File: src/rtl/fp16_accum.sv
// fp16_accum: accumulates a stream of FP16 (1-5-10, bias 15) values into one
// FP16 sum per vector. Each element runs through a three-state align/add/
// normalise sequence. No denormals, Inf or NaN, and no rounding (truncation only).
//
// Ports:
//   clk        rising-edge clock
//   rst_n      synchronous active-low reset
//   in_valid   in_data/in_last valid
//   in_ready   element can be accepted (IDLE and not in reset)
//   in_data    FP16 operand
//   in_last    marks final element of the vector
//   out_valid  out_data/out_count valid, held until out_ready
//   out_ready  consumer accepts the result
//   out_data   FP16 vector sum
//   out_count  elements accepted in the vector, modulo 2^CNT_W
module fp16_accum #(
    parameter int unsigned CNT_W = 8
) (
    input  logic             clk,
    input  logic             rst_n,
    input  logic             in_valid,
    output logic             in_ready,
    input  logic [15:0]      in_data,
    input  logic             in_last,
    output logic             out_valid,
    input  logic             out_ready,
    output logic [15:0]      out_data,
    output logic [CNT_W-1:0] out_count
);

    typedef enum logic [1:0] {StIdle, StAlign, StNorm, StDone} state_e;

    state_e r_state;
    state_e w_state_next;

    logic [15:0]      r_acc;
    logic [CNT_W-1:0] r_cnt;
    logic [15:0]      r_elem;
    logic             r_last;
    logic             r_big_sign;
    logic             r_sub;
    logic [4:0]       r_big_exp;
    logic [10:0]      r_big_man;
    logic [10:0]      r_sml_man;
    logic [15:0]      r_out_data;
    logic [CNT_W-1:0] r_out_count;
    logic             r_out_valid;

    logic w_accept;

    assign in_ready  = (r_state == StIdle) && rst_n;
    assign w_accept  = in_valid && in_ready;
    assign out_valid = r_out_valid;
    assign out_data  = r_out_data;
    assign out_count = r_out_count;

    // ------------------------------------------------------------------
    // Align: pick larger magnitude, shift the smaller mantissa down
    // ------------------------------------------------------------------
    logic [14:0] w_acc_mag;
    logic [14:0] w_elem_mag;
    logic        w_acc_big;
    logic [14:0] w_big_mag;
    logic [14:0] w_sml_mag;
    logic        w_big_sign;
    logic        w_sml_sign;
    logic [10:0] w_big_man;
    logic [10:0] w_sml_man_raw;
    logic [4:0]  w_exp_diff;
    logic [10:0] w_sml_shift;

    // A zero exponent field means exact zero whatever the mantissa holds.
    assign w_acc_mag  = (r_acc[14:10] == 5'd0) ? 15'd0 : r_acc[14:0];
    assign w_elem_mag = (r_elem[14:10] == 5'd0) ? 15'd0 : r_elem[14:0];
    assign w_acc_big  = (w_acc_mag >= w_elem_mag);
    assign w_big_mag  = w_acc_big ? w_acc_mag : w_elem_mag;
    assign w_sml_mag  = w_acc_big ? w_elem_mag : w_acc_mag;
    assign w_big_sign = w_acc_big ? r_acc[15] : r_elem[15];
    assign w_sml_sign = w_acc_big ? r_elem[15] : r_acc[15];

    assign w_big_man     = (w_big_mag[14:10] == 5'd0) ? 11'd0 : {1'b1, w_big_mag[9:0]};
    assign w_sml_man_raw = (w_sml_mag[14:10] == 5'd0) ? 11'd0 : {1'b1, w_sml_mag[9:0]};
    assign w_exp_diff    = w_big_mag[14:10] - w_sml_mag[14:10];
    assign w_sml_shift   = (w_exp_diff >= 5'd11) ? 11'd0 : (w_sml_man_raw >> w_exp_diff);

    // ------------------------------------------------------------------
    // Normalise: add or subtract, renormalise, saturate / flush
    // ------------------------------------------------------------------
    logic [11:0] w_sum;
    logic [10:0] w_dif;
    logic [3:0]  w_lz;
    logic        w_zero;
    logic        w_underflow;
    logic [5:0]  w_exp6;
    logic [9:0]  w_man10;
    logic [15:0] w_res;

    assign w_sum = {1'b0, r_big_man} + {1'b0, r_sml_man};
    // Big magnitude >= small, so this never wraps.
    assign w_dif = r_big_man - r_sml_man;

    // Leading-zero count relative to bit 10; highest set bit wins.
    always_comb begin
        w_lz = 4'd0;
        for (int i = 0; i <= 10; i++) begin
            if (w_dif[i]) begin
                w_lz = 4'(10 - i);
            end
        end
    end

    always_comb begin
        w_zero      = 1'b0;
        w_underflow = 1'b0;
        w_exp6      = {1'b0, r_big_exp};
        w_man10     = 10'd0;
        if (!r_sub) begin
            w_zero = (w_sum == 12'd0);
            if (w_sum[11]) begin
                w_exp6  = {1'b0, r_big_exp} + 6'd1;
                w_man10 = w_sum[10:1];
            end else begin
                w_man10 = w_sum[9:0];
            end
        end else begin
            w_zero      = (w_dif == 11'd0);
            w_underflow = ({1'b0, r_big_exp} <= {2'b00, w_lz});
            w_exp6      = {1'b0, r_big_exp} - {2'b00, w_lz};
            w_man10     = 10'(w_dif << w_lz);
        end
    end

    always_comb begin
        w_res = 16'h0000;
        if (w_zero || w_underflow) begin
            w_res = 16'h0000;
        end else if (w_exp6 > 6'd30) begin
            w_res = {r_big_sign, 15'h7BFF};
        end else begin
            w_res = {r_big_sign, w_exp6[4:0], w_man10};
        end
    end

    // ------------------------------------------------------------------
    // FSM
    // ------------------------------------------------------------------
    always_ff @(posedge clk) begin
        if (!rst_n) begin
            r_state <= StIdle;
        end else begin
            r_state <= w_state_next;
        end
    end

    always_comb begin
        w_state_next = r_state;
        unique case (r_state)
            StIdle:  if (w_accept) w_state_next = StAlign;
            StAlign: w_state_next = StNorm;
            StNorm:  w_state_next = r_last ? StDone : StIdle;
            StDone:  if (out_ready) w_state_next = StIdle;
            default: w_state_next = StIdle;
        endcase
    end

    // ------------------------------------------------------------------
    // Datapath registers
    // ------------------------------------------------------------------
    always_ff @(posedge clk) begin
        if (!rst_n) begin
            r_acc       <= 16'h0000;
            r_cnt       <= '0;
            r_elem      <= 16'h0000;
            r_last      <= 1'b0;
            r_big_sign  <= 1'b0;
            r_sub       <= 1'b0;
            r_big_exp   <= 5'd0;
            r_big_man   <= 11'd0;
            r_sml_man   <= 11'd0;
            r_out_data  <= 16'h0000;
            r_out_count <= '0;
            r_out_valid <= 1'b0;
        end else begin
            unique case (r_state)
                StIdle: begin
                    if (w_accept) begin
                        r_elem <= in_data;
                        r_last <= in_last;
                        r_cnt  <= r_cnt + CNT_W'(1);
                    end
                end
                StAlign: begin
                    r_big_sign <= w_big_sign;
                    r_sub      <= w_big_sign ^ w_sml_sign;
                    r_big_exp  <= w_big_mag[14:10];
                    r_big_man  <= w_big_man;
                    r_sml_man  <= w_sml_shift;
                end
                StNorm: begin
                    r_acc <= w_res;
                    if (r_last) begin
                        r_out_data  <= w_res;
                        r_out_count <= r_cnt;
                        r_out_valid <= 1'b1;
                    end
                end
                StDone: begin
                    if (out_ready) begin
                        r_acc       <= 16'h0000;
                        r_cnt       <= '0;
                        r_out_valid <= 1'b0;
                    end
                end
                default: ;
            endcase
        end
    end

endmodule

File: config.mk
export PLATFORM = sky130hd
export DESIGN_NAME = fp16_accum
export DESIGN_NICKNAME = d
export VERILOG_FILES = /design/src/rtl/fp16_accum.sv
export SDC_FILE = /design/constraint.sdc
export NUM_CORES = 1
export LEC_CHECK = 0
export ABC_CLOCK_PERIOD_IN_PS = 13240
export BUFFER_PORTS_ARGS = -buffer_cell sky130_fd_sc_hd__buf_2
export CAP_MARGIN = 15
export CORE_MARGIN = 4
export CORE_UTILIZATION = 45
export DETAILED_ROUTE_END_ITERATION = 10
export GPL_TIMING_DRIVEN = 0
export PLACE_DENSITY_LB_ADDON = 0.15
export SLEW_MARGIN = 20
export SYNTH_ARGS = -nofsm -noshare
export SYNTH_HDL_FRONTEND = slang
export SYNTH_SLANG_ARGS = --single-unit
File: constraint.sdc
create_clock -name clk -period 13.24 [get_ports clk]
set_clock_uncertainty 0.1 [all_clocks]
set_input_delay 1.324 -clock clk [delete_from_list [all_inputs] [get_ports clk]]
set_output_delay 1.324 -clock clk [all_outputs]
set_load 0.01 [all_outputs]
# [After elaboration in Yosys (flattened, before gate mapping)]
# Index checks and enable logic that the tools add are counted.
[word_totals] ff_bits=97 word_cells=90
[op_classes] n_addsub=6 magnitude_cmp=4 n_eq_ne=6 shifts=2 muxes=40 bitwise_logic=1 n_reduce_logical=18
[op_table] operator="$mux 15" count=5
[op_table] operator="$mux 4" count=11
[op_table] operator="$mux 11" count=3
[op_table] operator="$mux 16" count=2
[op_table] operator="$pmux 16 s2" count=1
[op_table] operator="$logic_not 5->1" count=4
[op_table] operator="$mux 10" count=2
[op_table] operator="$mux 8" count=2
[op_table] operator="$pmux 8 s2" count=1
[op_table] operator="$ge 15x15->1" count=1
[op_table] operator="$add 11x11->12" count=1
[op_table] operator="$logic_not 12->1" count=1
[op_table] operator="$mux 6" count=2
[op_table] operator="$logic_not 11->1" count=1
[op_table] operator="$shl 11x4->10" count=1
[op_table] operator="$shr 11x5->11" count=1
[op_table] operator="$sub 11x11->11" count=1
[op_table] operator="$add 8x1->8 const B" count=1
[op_table] operator="$pmux 2 s4" count=1
[op_table] operator="$reduce_and 2->1" count=4
[op_table] operator="$add 5x1->6 const B" count=1
[op_table] operator="$gt 6x5->1 const B" count=1
[op_table] operator="$mux 1" count=6
[op_table] operator="$mux 2" count=3
[op_table] operator="other kinds (14)" count=20

# [Logic depth before layout (Yosys ltp)]
[logic_depth] ltp_word=18 mapped_depth=23 depth_no_buf=22

# [Least setup slack after synthesis]
# No wires, ideal clock.
[synth_timing] kind="reg2reg" from="register r_sml_man[0]" to="register r_acc[8]" arrival_ps=4408 t_required_ps=13023 slack_ps=8615 path_stages_with_launch=21 path_buffers=2 path_cell_list="dfxtp_1 ha_1 inv_1 fa_1 a211oi_1 o21ai_1 and2_1 a221o_1 clkbuf_1 nor3_4 inv_1 ha_1 a21o_1 a21o_1 xor2_1 a221oi_1 nand3b_1 o21ai_2 buf_4 a311o_1 a32o_1"
[synth_between] elab_chain_cells=18
[synth_rtl] item="start: declaration" line_no="44" source="logic [10:0] r_sml_man;"
[synth_rtl] item="start signal: assignment" line_no="197" source="r_sml_man <= w_sml_shift;"
[synth_rtl] item="$sub 11x11->11" line_no="100" source="assign w_dif = r_big_man - r_sml_man;"
[synth_rtl] item="$mux 4 (11 in series)" line_no="106" source="if (w_dif[i]) begin"
[synth_rtl] item="$sub 5x4->6" line_no="128" source="w_exp6 = {1'b0, r_big_exp} - {2'b00, w_lz};"
[synth_rtl] item="$mux 6" line_no="117" source="if (!r_sub) begin"
[synth_rtl] item="$gt 6x5->1" line_no="137" source="end else if (w_exp6 > 6'd30) begin"
[synth_rtl] item="$mux 15" line_no="137"
[synth_rtl] item="$mux 16 (*)" line_no="135" source="if (w_zero || w_underflow) begin"
[synth_rtl] item="$pmux 16 s2 (*)" line_no="184" source="unique case (r_state)"
[synth_rtl] item="end signal: assignment" line_no="200" source="r_acc <= w_res;"
[synth_rtl] item="end: declaration" line_no="36" source="logic [15:0] r_acc;"
# Mark *: on every way between the ends. The rest lies on a longest branch, timed or not.
# A chain may end at the register's enable or synchronous reset.

# [Final worst setup path]
[layout_timing] from="register r_sml_man[0]" to="register r_acc[3]"
# Same word-level chain as after synthesis.

==> reports/results.tsv <==
stage	metric	value	unit
route	routed wire length per instance	17.6	um
logic_synthesis	post-synthesis sequential element count	97	
logic_synthesis	synthesis warning total	0	
layout	share of cells above drive strength 1	11.7	%
placed_design	count of input and output buffers	45	
layout	Antenna diodes	0	
power	part of the total power dissipated in sequential elements	28.5	%
route	total via count in the routed design	6812	
global_routing	sum of overflow across all layers after global routing	0	
timing	normalized max-slew margin	51.0	%
cts	total of hold buffers inserted after clock tree synthesis	0	
min_path	Hold Path Cell Cnt	2	
timing	slew at the pin with the worst max-slew slack	0.727	ns
logic_synthesis	Mapped Cells	913	
timing	count of pins over their slew limit	0	
power	maximum vdd drop	0.000101	V
cts	post-CTS setup repair buffer count	0	
worst_setup_path	CP Data Required Time	13.35	ns
route	number of vias per cell	5.72	
worst_setup_path	arrival time at the worst endpoint	5.68	ns
timing	Final setup viols	0	
worst_setup_path	endpoint of the worst register-to-register path	r_acc[3]	
cts	root buffer cell	sky130_fd_sc_hd__clkbuf_16	
global_routing	global routing usage summed across all routing layers	23.3	%
placed_design	final estimated routing congestion in global placement	1.01	
route	iteration-0 DRC count of the detailed router	559	
logic_synthesis	Post-Synthesis Mean Instance Area	7.99	um2
layout	growth of design area from synthesis to finish	11.4	%
global_routing	via count of the first global-routing pass	6456	
timing	highest clock rate	180	MHz
logic_synthesis	net count after synthesis	981	
route	number of routed nets with antenna violations	0	
power	clock network fraction of total power	26.7	%
route	first-pass detailed-route iteration total	5	
cts	CTS clock-pin slew for the worst setup and hold paths	0.08	ns
worst_setup_path	startpoint of the most critical register-to-register path	r_sml_man[0]	
power	share of total power consumed by net switching	41.3	%
floorplanning	number of top-level design ports	47	
floorplanning	die boundary height	135	um
layout	final design instance area without fill	8120	um2
layout	Nets	1037	
cts	Clock Sinks	97	
layout	Non-Filler Instances	1190	
run_status	result of the run	finished clean	
worst_setup_path	crit path kind	reg2reg	
placed_design	total placed instance area	7790	um2
timing	Hold Fails Final Rpt	0	
power	P_int	0.000655	W
min_path	class of the tightest hold or removal check	reg2reg	
floorplanning	number of rows created at floorplan	46	
logic_synthesis	portion of the post-synthesis area used by sequential elements	26.6	%
logic_synthesis	fraction of registers with async set/reset	0	%
power	fraction of power consumed by combinational cells	44.8	%
logic_synthesis	Post-Synthesis Cell Area	7300	um2
flow_run	max-cap violation count	0	
floorplanning	die area	18300	um2
worst_setup_path	crit end category	flop	
cts	TritonCTS clock tree	yes	
layout	final standard cell utilization of the core	51.1	%
floorplanning	Starting Density	45.9	%
min_path	min-delay src	out_data[4]	
route	DRC viols	0	
worst_setup_path	length in cells of the worst reg-to-reg path	20	
layout	number of fill cells	1635	
global_routing	global-route wire length before repair	34200	um
floorplanning	area of the core	15900	um2
power	total leakage power	3.32	nW
logic_synthesis	most used flip-flop cell after synthesis	sky130_fd_sc_hd__dfxtp_1	
min_path	end point of the worst hold path	out_data[4]	
timing	RSZ-0062 raised after global routing	no	
placed_design	total half-perimeter wirelength after legalization and detailed placement	16600	um
worst_setup_path	Setup crit start kind	flop	
power	Pwr Density	137	nW/um2
cts	post-cts repair resize count	0	
timing	Period Utilization, post-route	42.1	%
global_routing	largest net degree at the start of global routing	19	
power	switching power of the nets	0.000460	W
cts	number of buffers added by the clock tree synthesis step	9	
route	sum of routed wire length over all layers	20900	um
cts	H-tree levels	3	
logic_synthesis	EDFF count, synth	0	
global_routing	number of antenna violations at the first check in global routing	0	
timing	Total Negative Setup Slacks	0	ns
floorplanning	Die Width	135	um
worst_setup_path	worst reg2reg setup slack	7.67	ns
placed_design	total instance count after detailed placement	1174	
timing	Period minus WS final	5.57	ns
worst_setup_path	Crit Path Max Fanout	10	
cts	clock latency on the worst-skew pair	0.36	ns
cts	maximum clock path buffer count	2	
logic_synthesis	number of unique standard cell types used by synthesis	91	
-- layer usage --
metal	up-vias	GRT usage [%]	routed length [um]
li1	3417	-	-
met1	3158	32.3	9870
met2	200	37.1	9470
met3	37	3.64	982
met4	0	7.56	580
met5	-	0	0
-- sequential cells by signal, summed over array words and instances, names as in the netlist --
| register | count |
|---|---|
| r_big_exp | 5 |
| out_valid | 1 |
| r_sub | 1 |
| r_elem | 16 |
| r_acc | 16 |
| r_big_man | 11 |
| r_big_sign | 1 |
| out_count | 8 |
| r_state | 2 |
| r_cnt | 8 |
| r_sml_man | 11 |
| out_data | 16 |
| r_last | 1 |
-- critical path, stage by stage, from the launching register on --
cell and delay, ns:
sky130_fd_sc_hd__dfxtp_1 0.41, sky130_fd_sc_hd__ha_1 0.20, sky130_fd_sc_hd__inv_1 0.05, sky130_fd_sc_hd__fa_1 0.46, sky130_fd_sc_hd__a211oi_1 0.36, sky130_fd_sc_hd__o21ai_1 0.18
sky130_fd_sc_hd__and2_1 0.20, sky130_fd_sc_hd__a221o_1 0.31, sky130_fd_sc_hd__clkbuf_1 0.24, sky130_fd_sc_hd__nor3_4 0.31, sky130_fd_sc_hd__inv_1 0.19, sky130_fd_sc_hd__ha_1 0.33
sky130_fd_sc_hd__a21o_1 0.16, sky130_fd_sc_hd__a21o_1 0.19, sky130_fd_sc_hd__xor2_1 0.14, sky130_fd_sc_hd__a221oi_1 0.34, sky130_fd_sc_hd__nand3b_1 0.20, sky130_fd_sc_hd__o21ai_2 0.10
sky130_fd_sc_hd__buf_4 0.22, sky130_fd_sc_hd__a221oi_1 0.54, sky130_fd_sc_hd__o21ai_0 0.18
-- worst max path at each step --
stage | slack [ns] | to | depth (start not counted) | start
global route | 7.33 | r_acc[3] | 18 | r_sml_man[0]
global placement | 7.75 | r_acc[3] | 20 | r_sml_man[0]
detailed placement | 7.75 | r_acc[3] | 20 | r_sml_man[0]
floorplan | 8.61 | r_acc[8] | 20 | r_sml_man[0]
finish | 7.67 | r_acc[3] | 20 | r_sml_man[0]
CTS | 7.72 | r_acc[3] | 20 | r_sml_man[0]
-- metrics by stage --
step / hold WS (ns) / total power [W] / setup slack, ns
3_5_place_dp: 0.339 / 0.000816 / 7.75
2_1_floorplan: 0.325 / 0.000697 / 8.61
3_3_place_gp: 0.337 / 0.000816 / 7.75
6_report: 0.348 / 0.00112 / 7.67
5_1_grt: 0.388 / 0.00118 / 7.33
4_1_cts: 0.356 / 0.00111 / 7.72
-- power by group through the flow --
stage / Combinational [W] / Clock [W] / Sequential (W)
6_report: 0.000500 / 0.000298 / 0.000318
5_1_grt: 0.000547 / 0.000313 / 0.000320
4_1_cts: 0.000494 / 0.000302 / 0.000318
3_5_place_dp: 0.000492 / 0 / 0.000324
3_3_place_gp: 0.000492 / 0 / 0.000324
2_1_floorplan: 0.000377 / 0 / 0.000320
-- cell type report --
type	instances	area [um2]	area share [%]
clock buffers	9	225	2.77
clock inverters	7	108	1.32
flip-flops and latches	97	1940	23.9
plain buffers	58	250	3.08
multi-input cells	710	4920	60.6
well taps	216	270	3.33
inverters	48	180	2.22
repair buffers	45	225	2.77
-- logic make-up (layout without fill, tap and decap cells) --
logic type / after synthesis / after routing / synth area share, %
compound gates: 271 / 271 / 28.2
fa+ha+maj: 47 / 47 / 8.37
buf+inv: 106 / 167 / 5.90
mux: 37 / 37 / 5.69
xor+xnor: 29 / 29 / 3.79
flops: 97 / 97 / 26.6
simple gates: 326 / 326 / 21.4
-- synthesized netlist by cell type, types with 3 or more instances --
cell type                  count  area, um2
sky130_fd_sc_hd__or3_1         3       18.8
sky130_fd_sc_hd__a211o_1       3       26.3
sky130_fd_sc_hd__a21o_1       10       75.1
sky130_fd_sc_hd__nor2b_1      18        113
sky130_fd_sc_hd__o21ai_1      10       50.1
sky130_fd_sc_hd__a21oi_1      36        180
sky130_fd_sc_hd__nand2_1     150        563
sky130_fd_sc_hd__mux2_2        6       67.6
sky130_fd_sc_hd__fa_1          3       60.1
sky130_fd_sc_hd__mux4_2        3       67.6
sky130_fd_sc_hd__o21a_1        6       45.0
sky130_fd_sc_hd__o211a_1      17        170
sky130_fd_sc_hd__xnor2_2       3       48.8
sky130_fd_sc_hd__dfxtp_1      97       1940
sky130_fd_sc_hd__a211oi_1      9       67.6
sky130_fd_sc_hd__a31oi_1       5       31.3
sky130_fd_sc_hd__buf_1         5       18.8
sky130_fd_sc_hd__nand2b_1      6       37.5
sky130_fd_sc_hd__a221oi_1      4       35.0
sky130_fd_sc_hd__a21boi_0     16        120
sky130_fd_sc_hd__and2_1       12       75.1
sky130_fd_sc_hd__o211ai_1     24        180
sky130_fd_sc_hd__xor2_1       12        105
sky130_fd_sc_hd__a31o_1        3       26.3
sky130_fd_sc_hd__o21ai_2       3       26.3
sky130_fd_sc_hd__nand4_1       5       31.3
sky130_fd_sc_hd__clkbuf_1     41        154
sky130_fd_sc_hd__nor4_1        5       31.3
sky130_fd_sc_hd__a22o_1        7       61.3
sky130_fd_sc_hd__o21bai_1      5       37.5
sky130_fd_sc_hd__nor2_1       50        188
sky130_fd_sc_hd__ha_1         44        551
sky130_fd_sc_hd__inv_1        48        180
sky130_fd_sc_hd__a32o_1        5       50.1
sky130_fd_sc_hd__buf_2         8       40.0
sky130_fd_sc_hd__o21ai_0      49        245
sky130_fd_sc_hd__xnor2_1      14        123
sky130_fd_sc_hd__a22oi_1       6       45.0
sky130_fd_sc_hd__a32oi_1       7       61.3
sky130_fd_sc_hd__mux2i_1      28        280
sky130_fd_sc_hd__nor4b_1       3       26.3
sky130_fd_sc_hd__a221o_1       5       50.1
sky130_fd_sc_hd__nand3_1      26        130
sky130_fd_sc_hd__nor3_1       20        100
-- placed cells by master, fill, tap and decap left out, types with 12 or more instances in the layout --
| master | instances |
|---|---|
| sky130_fd_sc_hd__inv_1 | 48 |
| sky130_fd_sc_hd__xnor2_1 | 14 |
| sky130_fd_sc_hd__nor2_1 | 50 |
| sky130_fd_sc_hd__o21ai_0 | 49 |
| sky130_fd_sc_hd__nand3_1 | 26 |
| sky130_fd_sc_hd__nor3_1 | 20 |
| sky130_fd_sc_hd__a21oi_1 | 36 |
| sky130_fd_sc_hd__clkbuf_1 | 41 |
| sky130_fd_sc_hd__nand2_1 | 150 |
| sky130_fd_sc_hd__o211a_1 | 17 |
| sky130_fd_sc_hd__o211ai_1 | 24 |
| sky130_fd_sc_hd__and2_1 | 12 |
| sky130_fd_sc_hd__a21boi_0 | 16 |
| sky130_fd_sc_hd__mux2i_1 | 28 |
| sky130_fd_sc_hd__nor2b_1 | 18 |
| sky130_fd_sc_hd__buf_2 | 53 |
| sky130_fd_sc_hd__xor2_1 | 12 |
| sky130_fd_sc_hd__ha_1 | 44 |
| sky130_fd_sc_hd__dfxtp_1 | 97 |
Power figures use the tool's default switching activity.
